--- src/rtl/branch_resolve_unit.sv ---
// branch_resolve_unit: resolves RISC-V conditional branches from ALU NZCV flags in a 2-stage valid/ready pipeline
//
// Ports:
//   clk, rst_n                  clock (rising edge), asynchronous active-low reset
//   in_valid / in_ready         upstream handshake; in_ready is independent of in_valid
//   flags, funct3, pc, imm      {N,Z,C,V} from SUB a-b, branch condition, branch PC, offset
//   flush                       synchronous kill of both stages (dropping any input this cycle)
//   out_valid / out_ready       downstream handshake
//   taken, target, illegal      resolution: target is pc+imm when taken, else pc+4
//   taken_cnt, total_cnt        retirement statistics, present only when BRU_STATS_EN is defined
//
// Build option: define BRU_STATS_EN to add saturating retirement counters; otherwise they read 0.
module branch_resolve_unit #(
    parameter int XLEN  = 32,
    parameter int CNT_W = 16
) (
    input  logic             clk,
    input  logic             rst_n,
    input  logic             in_valid,
    output logic             in_ready,
    input  logic [3:0]       flags,
    input  logic [2:0]       funct3,
    input  logic [XLEN-1:0]  pc,
    input  logic [XLEN-1:0]  imm,
    input  logic             flush,
    output logic             out_valid,
    input  logic             out_ready,
    output logic             taken,
    output logic [XLEN-1:0]  target,
    output logic             illegal,
    output logic [CNT_W-1:0] taken_cnt,
    output logic [CNT_W-1:0] total_cnt
);
    logic            s1_valid_q, s1_valid_d;
    logic [3:0]      s1_flags_q;
    logic [2:0]      s1_funct3_q;
    logic [XLEN-1:0] s1_pc_q, s1_imm_q;
    logic            out_valid_q, out_valid_d;
    logic            taken_q, taken_d;
    logic            illegal_q, illegal_d;
    logic [XLEN-1:0] target_q, target_d;
    logic            s2_adv, in_fire, lt, base;

    always_comb begin
        s2_adv      = !out_valid_q || out_ready;
        in_ready    = !s1_valid_q || s2_adv;
        in_fire     = in_valid && in_ready;
        s1_valid_d  = flush ? 1'b0 : in_fire ? 1'b1 : s2_adv ? 1'b0 : s1_valid_q;
        out_valid_d = flush ? 1'b0 : s2_adv ? s1_valid_q : out_valid_q;
        // funct3[0] inverts the base condition: BEQ/BNE on Z, BLT/BGE on N^V, BLTU/BGEU on C (C=1 means a>=b unsigned).
        lt          = s1_flags_q[3] ^ s1_flags_q[0];
        base        = s1_funct3_q[2] ? (s1_funct3_q[1] ? !s1_flags_q[1] : lt) : s1_flags_q[2];
        illegal_d   = s1_funct3_q[2:1] == 2'b01;
        taken_d     = !illegal_d && (base ^ s1_funct3_q[0]);
        target_d    = s1_pc_q + (taken_d ? s1_imm_q : XLEN'(4));
    end

    always_ff @(posedge clk or negedge rst_n) begin
        if (!rst_n) begin
            s1_valid_q  <= 1'b0;
            s1_flags_q  <= '0;
            s1_funct3_q <= '0;
            s1_pc_q     <= '0;
            s1_imm_q    <= '0;
            out_valid_q <= 1'b0;
            taken_q     <= 1'b0;
            illegal_q   <= 1'b0;
            target_q    <= '0;
        end else begin
            s1_valid_q  <= s1_valid_d;
            out_valid_q <= out_valid_d;
            if (in_fire) begin
                s1_flags_q  <= flags;
                s1_funct3_q <= funct3;
                s1_pc_q     <= pc;
                s1_imm_q    <= imm;
            end
            // Result registers only change when a real entry moves in, keeping outputs stable under back-pressure.
            if (s2_adv && s1_valid_q) begin
                taken_q   <= taken_d;
                illegal_q <= illegal_d;
                target_q  <= target_d;
            end
        end
    end

    assign out_valid = out_valid_q;
    assign taken     = taken_q;
    assign illegal   = illegal_q;
    assign target    = target_q;

`ifdef BRU_STATS_EN
    logic             out_fire;
    logic [CNT_W-1:0] taken_cnt_q, total_cnt_q;

    assign out_fire = out_valid_q && out_ready;

    always_ff @(posedge clk or negedge rst_n) begin
        if (!rst_n) begin
            taken_cnt_q <= '0;
            total_cnt_q <= '0;
        end else if (out_fire) begin
            total_cnt_q <= total_cnt_q + CNT_W'(total_cnt_q != '1);
            taken_cnt_q <= taken_cnt_q + CNT_W'(taken_q && taken_cnt_q != '1);
        end
    end

    assign taken_cnt = taken_cnt_q;
    assign total_cnt = total_cnt_q;
`else
    assign taken_cnt = '0;
    assign total_cnt = '0;
`endif
endmodule

--- config.mk ---
export PLATFORM = sky130hd
export DESIGN_NAME = branch_resolve_unit
export DESIGN_NICKNAME = d
export VERILOG_FILES = /design/src/rtl/branch_resolve_unit.sv
export SDC_FILE = /design/constraint.sdc
export NUM_CORES = 1
export LEC_CHECK = 0
export BUFFER_PORTS_ARGS = -buffer_cell sky130_fd_sc_hd__buf_2
export CORE_UTILIZATION = 48
export DETAILED_ROUTE_END_ITERATION = 16
export PLACE_DENSITY = 0.79
export SLEW_MARGIN = 15
export SYNTH_ARGS = -nofsm -noshare
export SYNTH_HDL_FRONTEND = slang
export SYNTH_SLANG_ARGS = --single-unit
--- constraint.sdc ---
create_clock -name clk -period 10.2 [get_ports clk]
set_input_delay 1.02 -clock clk [delete_from_list [all_inputs] [get_ports clk]]
set_output_delay 1.02 -clock clk [all_outputs]
set_load 0.03 [all_outputs]
Yosys cells after proc, flatten, opt, wreduce, memory -nomap -nowiden --
Index checks and enable logic that the tools add are counted.
Storage, ports and cells: register bits after elaboration 107, output and inout bits 68
Operators by class: add/subtract/negate cells 1, equal/unequal tests 1, muxes and demuxes 8, bitwise operators 2, reductions and logical operators 11
Operators with widths (count):
- $add A32 B32 Y32 | 1
- $mux W32 | 1
- $mux W1 | 7
- $logic_not A1 Y1 | 4
- $logic_and A1 B1 Y1 | 3
- $reduce_bool A3 Y1 | 1
- $eq A2 B1 Y1 const B | 1
- $logic_or A1 B1 Y1 | 2
- $reduce_bool A2 Y1 | 1
- $xor A1 B1 Y1 | 2

Longest topological paths before layout --
Gate-level depths: netlist of run 1.
depth in word-level cells 7, depth in mapped cells 14, depth with buffers taken out 13

Least setup slack after synthesis of run 1 --
Ideal clock, no wire load.
path type reg2reg, from reg s1_funct3_q[0], to reg target_q[30] (netlist: target[30]), setup time 0.104 ns, arrival time 3.622 ns, data required time 10.096 ns, path slack 6.474 ns, cell stages (with the launch flop) 15, path buffers 1, clock period less this slack 3.726 ns, cells stage by stage dfrtp_1 -> xnor2_1 -> xnor2_1 -> a311oi_2 -> clkbuf_1 -> nor2b_1 -> ha_1 -> fa_1 -> a21o_1 -> a221o_2 -> a221oi_4 -> o311ai_1 -> a41o_1 -> a31o_1 -> o311ai_1
Between the ends: cells in the longest elaborated chain, start to end 4
Ends and longest elaborated chain:
- start: declaration | line 36 | logic [2:0] s1_funct3_q;
- start signal: assignment | line 74 | s1_funct3_q <= funct3;
- $xor A1 B1 Y1 | line 54 | taken_d = !illegal_d && (base ^ s1_funct3_q[0]);
- $logic_and A1 B1 Y1 | line 54
- $mux W32 | line 55 | target_d = s1_pc_q + (taken_d ? s1_imm_q : XLEN'(4));
- $add A32 B32 Y32 | line 55
- end signal: assignment | line 82 | target_q <= target_d;
- end: declaration | line 41 | logic [XLEN-1:0] target_q, target_d;
Every way passes these cells. A chain may end at the register's enable or synchronous reset.

Worst setup path in the final report of run 1 --
from reg s1_funct3_q[0], to reg target_q[26] (netlist: target[26])
The elaborated chain is that of the path after synthesis.

==> impl_metrics.tcl, run 1 <==
set metrics [dict create \
    netlist_instances 606 \
    dr.pass1.iters 5 \
    track_usage_pct 21.03 \
    final_hold_viol_count 0 \
    syn_area_um2 6237 \
    viasPerCell 5.418 \
    cts_max_level 3 \
    netlist_top_cells_count "dfrtp_1 (107), mux2_2 (71), nand2_1 (57)" \
    cts-root-buf "clkbuf_16" \
    clock_tree.buffer_depth 2 \
    totalWireLength_mm 13.57 \
    die_width_um 116.0 \
    fin_crit_ns 4.043 \
    grt_antenna_before_repair 0 \
    pin_count 144 \
    io_buffers 111 \
    ir_drop_v 0.00008899 \
    worstPathCellList "xnor2_1, xnor2_1, a311oi_4, buf_4, nor2b_1, ha_1, fa_1, a21o_1, a221o_2, a221oi_4, o311ai_1, a41o_1, a31o_1, o311ai_1" \
    pwr_density_cell_nw_per_um2 209.1 \
    synth.most_common_cell "dfrtp_1" \
    ys_types 59 \
    ys_seq_area_share_pct 42.93 \
    postPlaceCellArea_um2 6807 \
    num_antenna_cells 0 \
    critPathBufInv 1 \
    ys.flop_type "dfrtp_1" \
    initial_utilization_pct 49.42 \
    power.leakage_nw 3.256 \
    synth_warnings 0 \
    insertion_delay_ns 0.36 \
    grt_max_degree 72 \
    cts_tree "yes" \
    cts_buffers 9 \
    critPathCaptureType "register" \
    syn_area_per_cell_um2 10.29 \
    cts.sinks 107 \
    first_global_vias 4608 \
    power.internal_w 0.0008937 \
    clockPowerShare_pct 21.8 \
    final_antenna_net_count 0 \
    drt_iter0_markers 320 \
    finClkSkew_ns 0.008099 \
    area_growth_pct 13.48 \
    switching_share_pct 39.63 \
    setup_viol 0 \
    synth.area.top_cells "dfrtp_1 (43%), mux2_2 (13%), ha_1 (6.4%)" \
    ctsResizeCount 0 \
    min_path_type "register to register" \
    fin_setup_tns_ns 0 \
    ys_ff_latch 107 \
    whs_ns 0.4728 \
    drv_cap 0 \
    vias 4746 \
    status "complete, no violations" \
    max_freq_ghz 0.2474 \
    dieArea_um2 13450 \
    combPwrFrac_pct 40.6 \
    worstPathRequired_ns 10.46 \
    rows 41 \
    synth_top_area_share_pct 42.93 \
    finalNetCount 809 \
    place.gp.congestion 0.8905 \
    critPathArrivalTime_ns 4.30 \
    dieHeight_um 116.0 \
    layout-drive-gt1-share_pct 30.11 \
    fillers 1126 \
    drv_slew 0 \
    crit_type "register to register" \
    core_um2 12620 \
    drc 0 \
    min_period_over_period_pct 39.63 \
    switching_power_w 0.0005866 \
    cts_setup_buffers 0 \
    async_flop_share_pct 100.0 \
    seq_power_share_pct 37.6 \
    crit_slowest_cell "dfrtp_1" \
    wl_per_cell_um 15.49 \
    cts_hold_buffers 0 \
    grt_pass1_wl_mm 22.05 \
    overflow 0 \
    tightestPinTransition_ns 1.021 \
    slew_headroom_pct 31.82 \
    cpPeakStageDelay_ns 0.45 \
    synth_area_leader_cell "dfrtp_1" \
    seq_area_um2 2678 \
    rsz0062_at_grt "false" \
    fin_area_um2 7078 \
    worstPathMaxFanout 33 \
    synth_edf_count 0 \
    dp_hpwl_mm 10.16 \
    multi_input_area_um2 3284 \
    crit_family "compound AO/OA/AOI/OAI gates" \
    clk_pin_slew_ns 0.07 \
    startpoint_type "register" \
]
-- power groups by stage --
stage               clock (W)  sequential (W)  combinational [W]
finish               0.000323        0.000556           0.000601
global placement            0        0.000562           0.000584
detailed placement          0        0.000565           0.000597
floorplan                   0        0.000649           0.000350
global route         0.000347        0.000564           0.000658
CTS                  0.000329        0.000557           0.000600
-- final cells by class --
class | count | area share [%]
clock inverters | 3 | 0.3535
well taps | 172 | 3.040
repair buffers | 115 | 8.308
inverters | 11 | 0.5833
clock buffers | 12 | 3.482
multi-input cells | 456 | 46.40
flip-flops and latches | 107 | 37.83
-- placed cells by master (no fill, tap or decap), types with 4 or more instances in the layout --
cell       synthesis  layout
o31ai_1            4       4
xor2_1             9       9
nand2_1           57      56
nand4_1            8       8
buf_4             32       5
a21oi_1           34      34
a21o_1             7       7
conb_1             1      32
o21ai_0           41      41
nand3_1           15      15
inv_1             11      11
nor2_1            17      17
clkbuf_16          0       9
buf_2              6     110
a211oi_1           5       5
ha_1              32      32
nor2b_1           33      33
and3_1             7       7
dfrtp_1          107     107
mux2_2            71      71
nor3_1             8       8
xnor2_1           19      19
a31oi_1            4       4
-- kinds of logic (layout without fill, tap and decap cells) --
| logic type | after synthesis | after routing | share of synthesized area (%) |
|---|---|---|---|
| compound gates | 131 | 131 | 13.78 |
| xor+xnor | 28 | 28 | 3.932 |
| fa+ha+maj | 33 | 33 | 6.740 |
| buf+inv | 74 | 141 | 6.540 |
| flops | 107 | 107 | 42.93 |
| mux | 72 | 72 | 12.98 |
| other cells | 1 | 32 | 0.06012 |
| simple gates | 160 | 160 | 13.04 |
-- worst paths after layout --
path                            slack (ns)            from      endpoint  cells after the start
max in group asynchronous             8.34           rst_n  s1_imm_q[24]                      2
worst min-delay path                  0.47       target[0]     target[0]                      2
worst min register to register        0.47       target[0]     target[0]                      2
worst max register to register        6.16  s1_funct3_q[0]    target[26]                     14
min in group asynchronous             0.70           rst_n    s1_pc_q[5]                      1
worst max-delay path                  6.16  s1_funct3_q[0]    target[26]                     14
-- flip-flops by register name (all words and copies together) (netlist names) --
register / count
taken: 1
s1_funct3_q: 3
target: 32
s1_pc_q: 32
out_valid: 1
s1_valid_q: 1
s1_flags_q: 4
s1_imm_q: 32
illegal: 1
-- routing by layer --
metal  part of all wire [%]  global-route usage [%]  up-vias
met2                     49                   35.00      168
met3                    4.6                   3.975       23
met1                     45                   27.29     2267
li1                       -                       -     2288
met4                    1.9                   7.778        0
met5                      0                       0        -
-- through the flow --
| stage | setup WS [ns] | power [W] | instances | utilization (%) |
|---|---|---|---|---|
| after global routing | 5.938 | 0.001570 | 876 | 56.09 |
| final | 6.157 | 0.001480 | 876 | 56.09 |
| after global placement | 6.338 | 0.001145 | 861 | 53.94 |
| after CTS | 6.132 | 0.001486 | 876 | 56.09 |
| after floorplan | 6.474 | 0.0009993 | 637 | - |
| after detailed placement | 6.161 | 0.001162 | 861 | 53.94 |
-- worst reg2reg max path, cell delays in order, from the launching register on --
cell and delay [ns]:
dfrtp_1 0.45, xnor2_1 0.17, xnor2_1 0.16, a311oi_4 0.28
buf_4 0.37, nor2b_1 0.10, ha_1 0.22, fa_1 0.41
a21o_1 0.23, a221o_2 0.39, a221oi_4 0.31, o311ai_1 0.21
a41o_1 0.35, a31o_1 0.23, o311ai_1 0.08
(Power assumes the default switching activity.)
==> inputs of run 2 (changes only) <==
Settings changed: ABC_AREA set to 1, PLACE_DENSITY 0.79 to 0.82.
Clock period 10.2 ns to 3.63 ns, I/O delays scaled along.
==> impl_metrics.tcl, run 2 <==
set metrics [dict create \
    status "complete, no violations" \
    die_width_um 119.1 \
    area_growth_pct 13.44 \
    min_path_type "primary input to asynchronous set/reset pin" \
    critPathCaptureType "register" \
    max_freq_ghz 0.3155 \
    ctsResizeCount 0 \
    insertion_delay_ns 0.35 \
    drt_iter0_markers 327 \
    synth.area.top_cells "dfrtp_1 (41%), nand2_1 (12%), nor2_1 (6.2%)" \
    totalWireLength_mm 14.57 \
    cts-root-buf "clkbuf_16" \
    vias 5528 \
    viasPerCell 4.862 \
    num_antenna_cells 0 \
    synth_warnings 0 \
    tightestPinTransition_ns 0.9696 \
    ir_drop_v 0.0003000 \
    drv_slew 0 \
    drc 0 \
    cts_buffers 9 \
    synth.most_common_cell "nand2_1" \
    worstPathRequired_ns 3.87 \
    ys.flop_type "dfrtp_1" \
    pin_count 144 \
    cts_hold_buffers 0 \
    final_cell_mix "nand2_1 (204), buf_2 (110), nor2_1 (109)" \
    initial_utilization_pct 49.50 \
    ys_types 31 \
    worstPathCellList "inv_1, nor2_1, nor2_1, nand2_1, nand3_1, nand2_1, nand2_1, buf_4, nor2_1, ha_1, nand2_1, nor2_1, inv_2, nor3_2, nand4_1, nand3_1, nand2_1, nand3_1, nand2_1" \
    dieArea_um2 14180 \
    synth_top_family_by_area "simple AND/OR/NAND/NOR gates" \
    finClkSkew_ns 0.008154 \
    fin_ws_ns 0.4603 \
    finalNetCount 1066 \
    ys_ff_latch 107 \
    rsz0062_at_grt "false" \
    track_usage_pct 21.83 \
    final_common_cell "nand2_1" \
    place.gp.congestion 0.9087 \
    cpPeakStageDelay_ns 0.38 \
    cts_setup_buffers 0 \
    core_um2 13300 \
    synth_area_leader_cell "dfrtp_1" \
    async_flop_share_pct 100.0 \
    first_global_vias 5262 \
    ys_seq_area_share_pct 40.68 \
    cts_tree "yes" \
    crit_slowest_cell "ha_1" \
    clk_pin_slew_ns 0.07 \
    syn_area_per_cell_um2 7.725 \
    grt_pass1_wl_mm 24.50 \
    critPathArrivalTime_ns 3.41 \
    synth-simple-area-share_pct 25.19 \
    cpMostUsedCell "nand2_1" \
    synth_top_area_share_pct 40.68 \
    grt_antenna_before_repair 0 \
    layout-drive-gt1-share_pct 19.88 \
    dieHeight_um 119.1 \
    overflow 0 \
    worstPathMaxFanout 21 \
    place_ws_ns 0.4915 \
    final_antenna_net_count 0 \
    grt_max_degree 88 \
    rows 42 \
    slew_headroom_pct 35.36 \
    crit_type "register to register" \
    dp_hpwl_mm 11.39 \
    netlist_instances 852 \
    fin_crit_ns 3.170 \
    clock_tree.buffer_depth 2 \
    netlist_top_cells_count "nand2_1 (205), nor2_1 (109), dfrtp_1 (107)" \
    pwr_density_cell_nw_per_um2 560.2 \
    yosys.area_share.adder_pct 6.388 \
    fin_setup_tns_ns 0 \
    dr.pass1.iters 4 \
    drv_cap 0 \
    cts_max_level 3 \
    setup_viol 0 \
    muxShareOfSynthArea_pct 5.817 \
    startpoint_type "register" \
    synth_compound_area_share_pct 8.878 \
    synth_xor_area_share_pct 1.730 \
    cts.sinks 107 \
    io_buffers 111 \
    min_period_over_period_pct 87.32 \
    power.leakage_nw 4.018 \
    final_hold_viol_count 0 \
    syn_area_um2 6581 \
    synth_edf_count 0 \
    wl_per_cell_um 12.81 \
]
run 2: cell types whose count changed after synthesis, moves of 18 or more:
cell     change
nor2b_1     -33
nand2_1    +148
nand3_1     +27
nor2_1      +92
o21ai_0     -18
inv_1       +92
mux2_2      -37
a21oi_1     +36
run 2: worst max-delay path, delay by kind of cell (launching register included):
kind | cells | cell delay [ns]
and+or+nand+nor | 15 | 1.80
DFF | 1 | 0.37
adders and majority gates | 1 | 0.38
buffers and inverters | 3 | 0.50
run 2: final timing paths:
path	slack, ns	start	cells after the start	endpoint
worst max register to register	0.46	s1_funct3_q[1]	19	target[17]
worst min-delay path	0.15	rst_n	1	s1_funct3_q[2]
max in group asynchronous	2.54	rst_n	2	target[24]
min in group clk	0.17	flush	2	s1_valid_q
worst min register to register	0.47	target[1]	2	target[1]
worst max-delay path	0.46	s1_funct3_q[1]	19	target[17]
run 2: final cells by class:
class / instances / area (um2)
clock buffer: 11 / 242.7
multi-input combinational: 618 / 3287
tap: 176 / 220.2
fill: 1280 / 5829
clock inverter: 4 / 48.80
timing repair buffer: 116 / 595.6
sequential: 107 / 2678
inverter: 105 / 394.1
run 2: through the flow:
stage	hold WS [ns]	instance area, um2	power [W]	std cells	util [%]
global route	0.1825	7466	0.004458	1137	56.15
global placement	0.4602	7174	0.003188	1122	53.96
floorplan	0.06741	6698	0.002780	883	-
CTS	0.1684	7466	0.004192	1137	56.15
detailed placement	0.4615	7174	0.003214	1122	53.96
finish	0.1549	7466	0.004183	1137	56.15
run 2: metal layers:
layer | part of all wire, % | wire length [um] | global-route usage [%] | up-vias
li1 | - | - | - | 2851
met5 | 0 | 0 | 0 | -
met3 | 5.1 | 736 | 4.215 | 25
met1 | 49 | 7108 | 30.65 | 2492
met2 | 44 | 6364 | 33.36 | 160
met4 | 2.5 | 360 | 8.070 | 0
run 2: power breakdown:
group / switching, W / internal (W) / leakage [nW]
Clock: 0.000428 / 0.000550 / 0.146
Sequential: 0.000114 / 0.00140 / 1.25
Combinational: 0.00113 / 0.000554 / 2.62
run 2: logic make-up after synthesis:
kind of cell               after synthesis
xor gates and xnor gates                13
and+or+nand+nor                        396
adders and majority gates               33
DFF                                    107
buffers and inverters                  158
other                                    1
AOI/OAI and AO/OA                      110
muxes                                   34
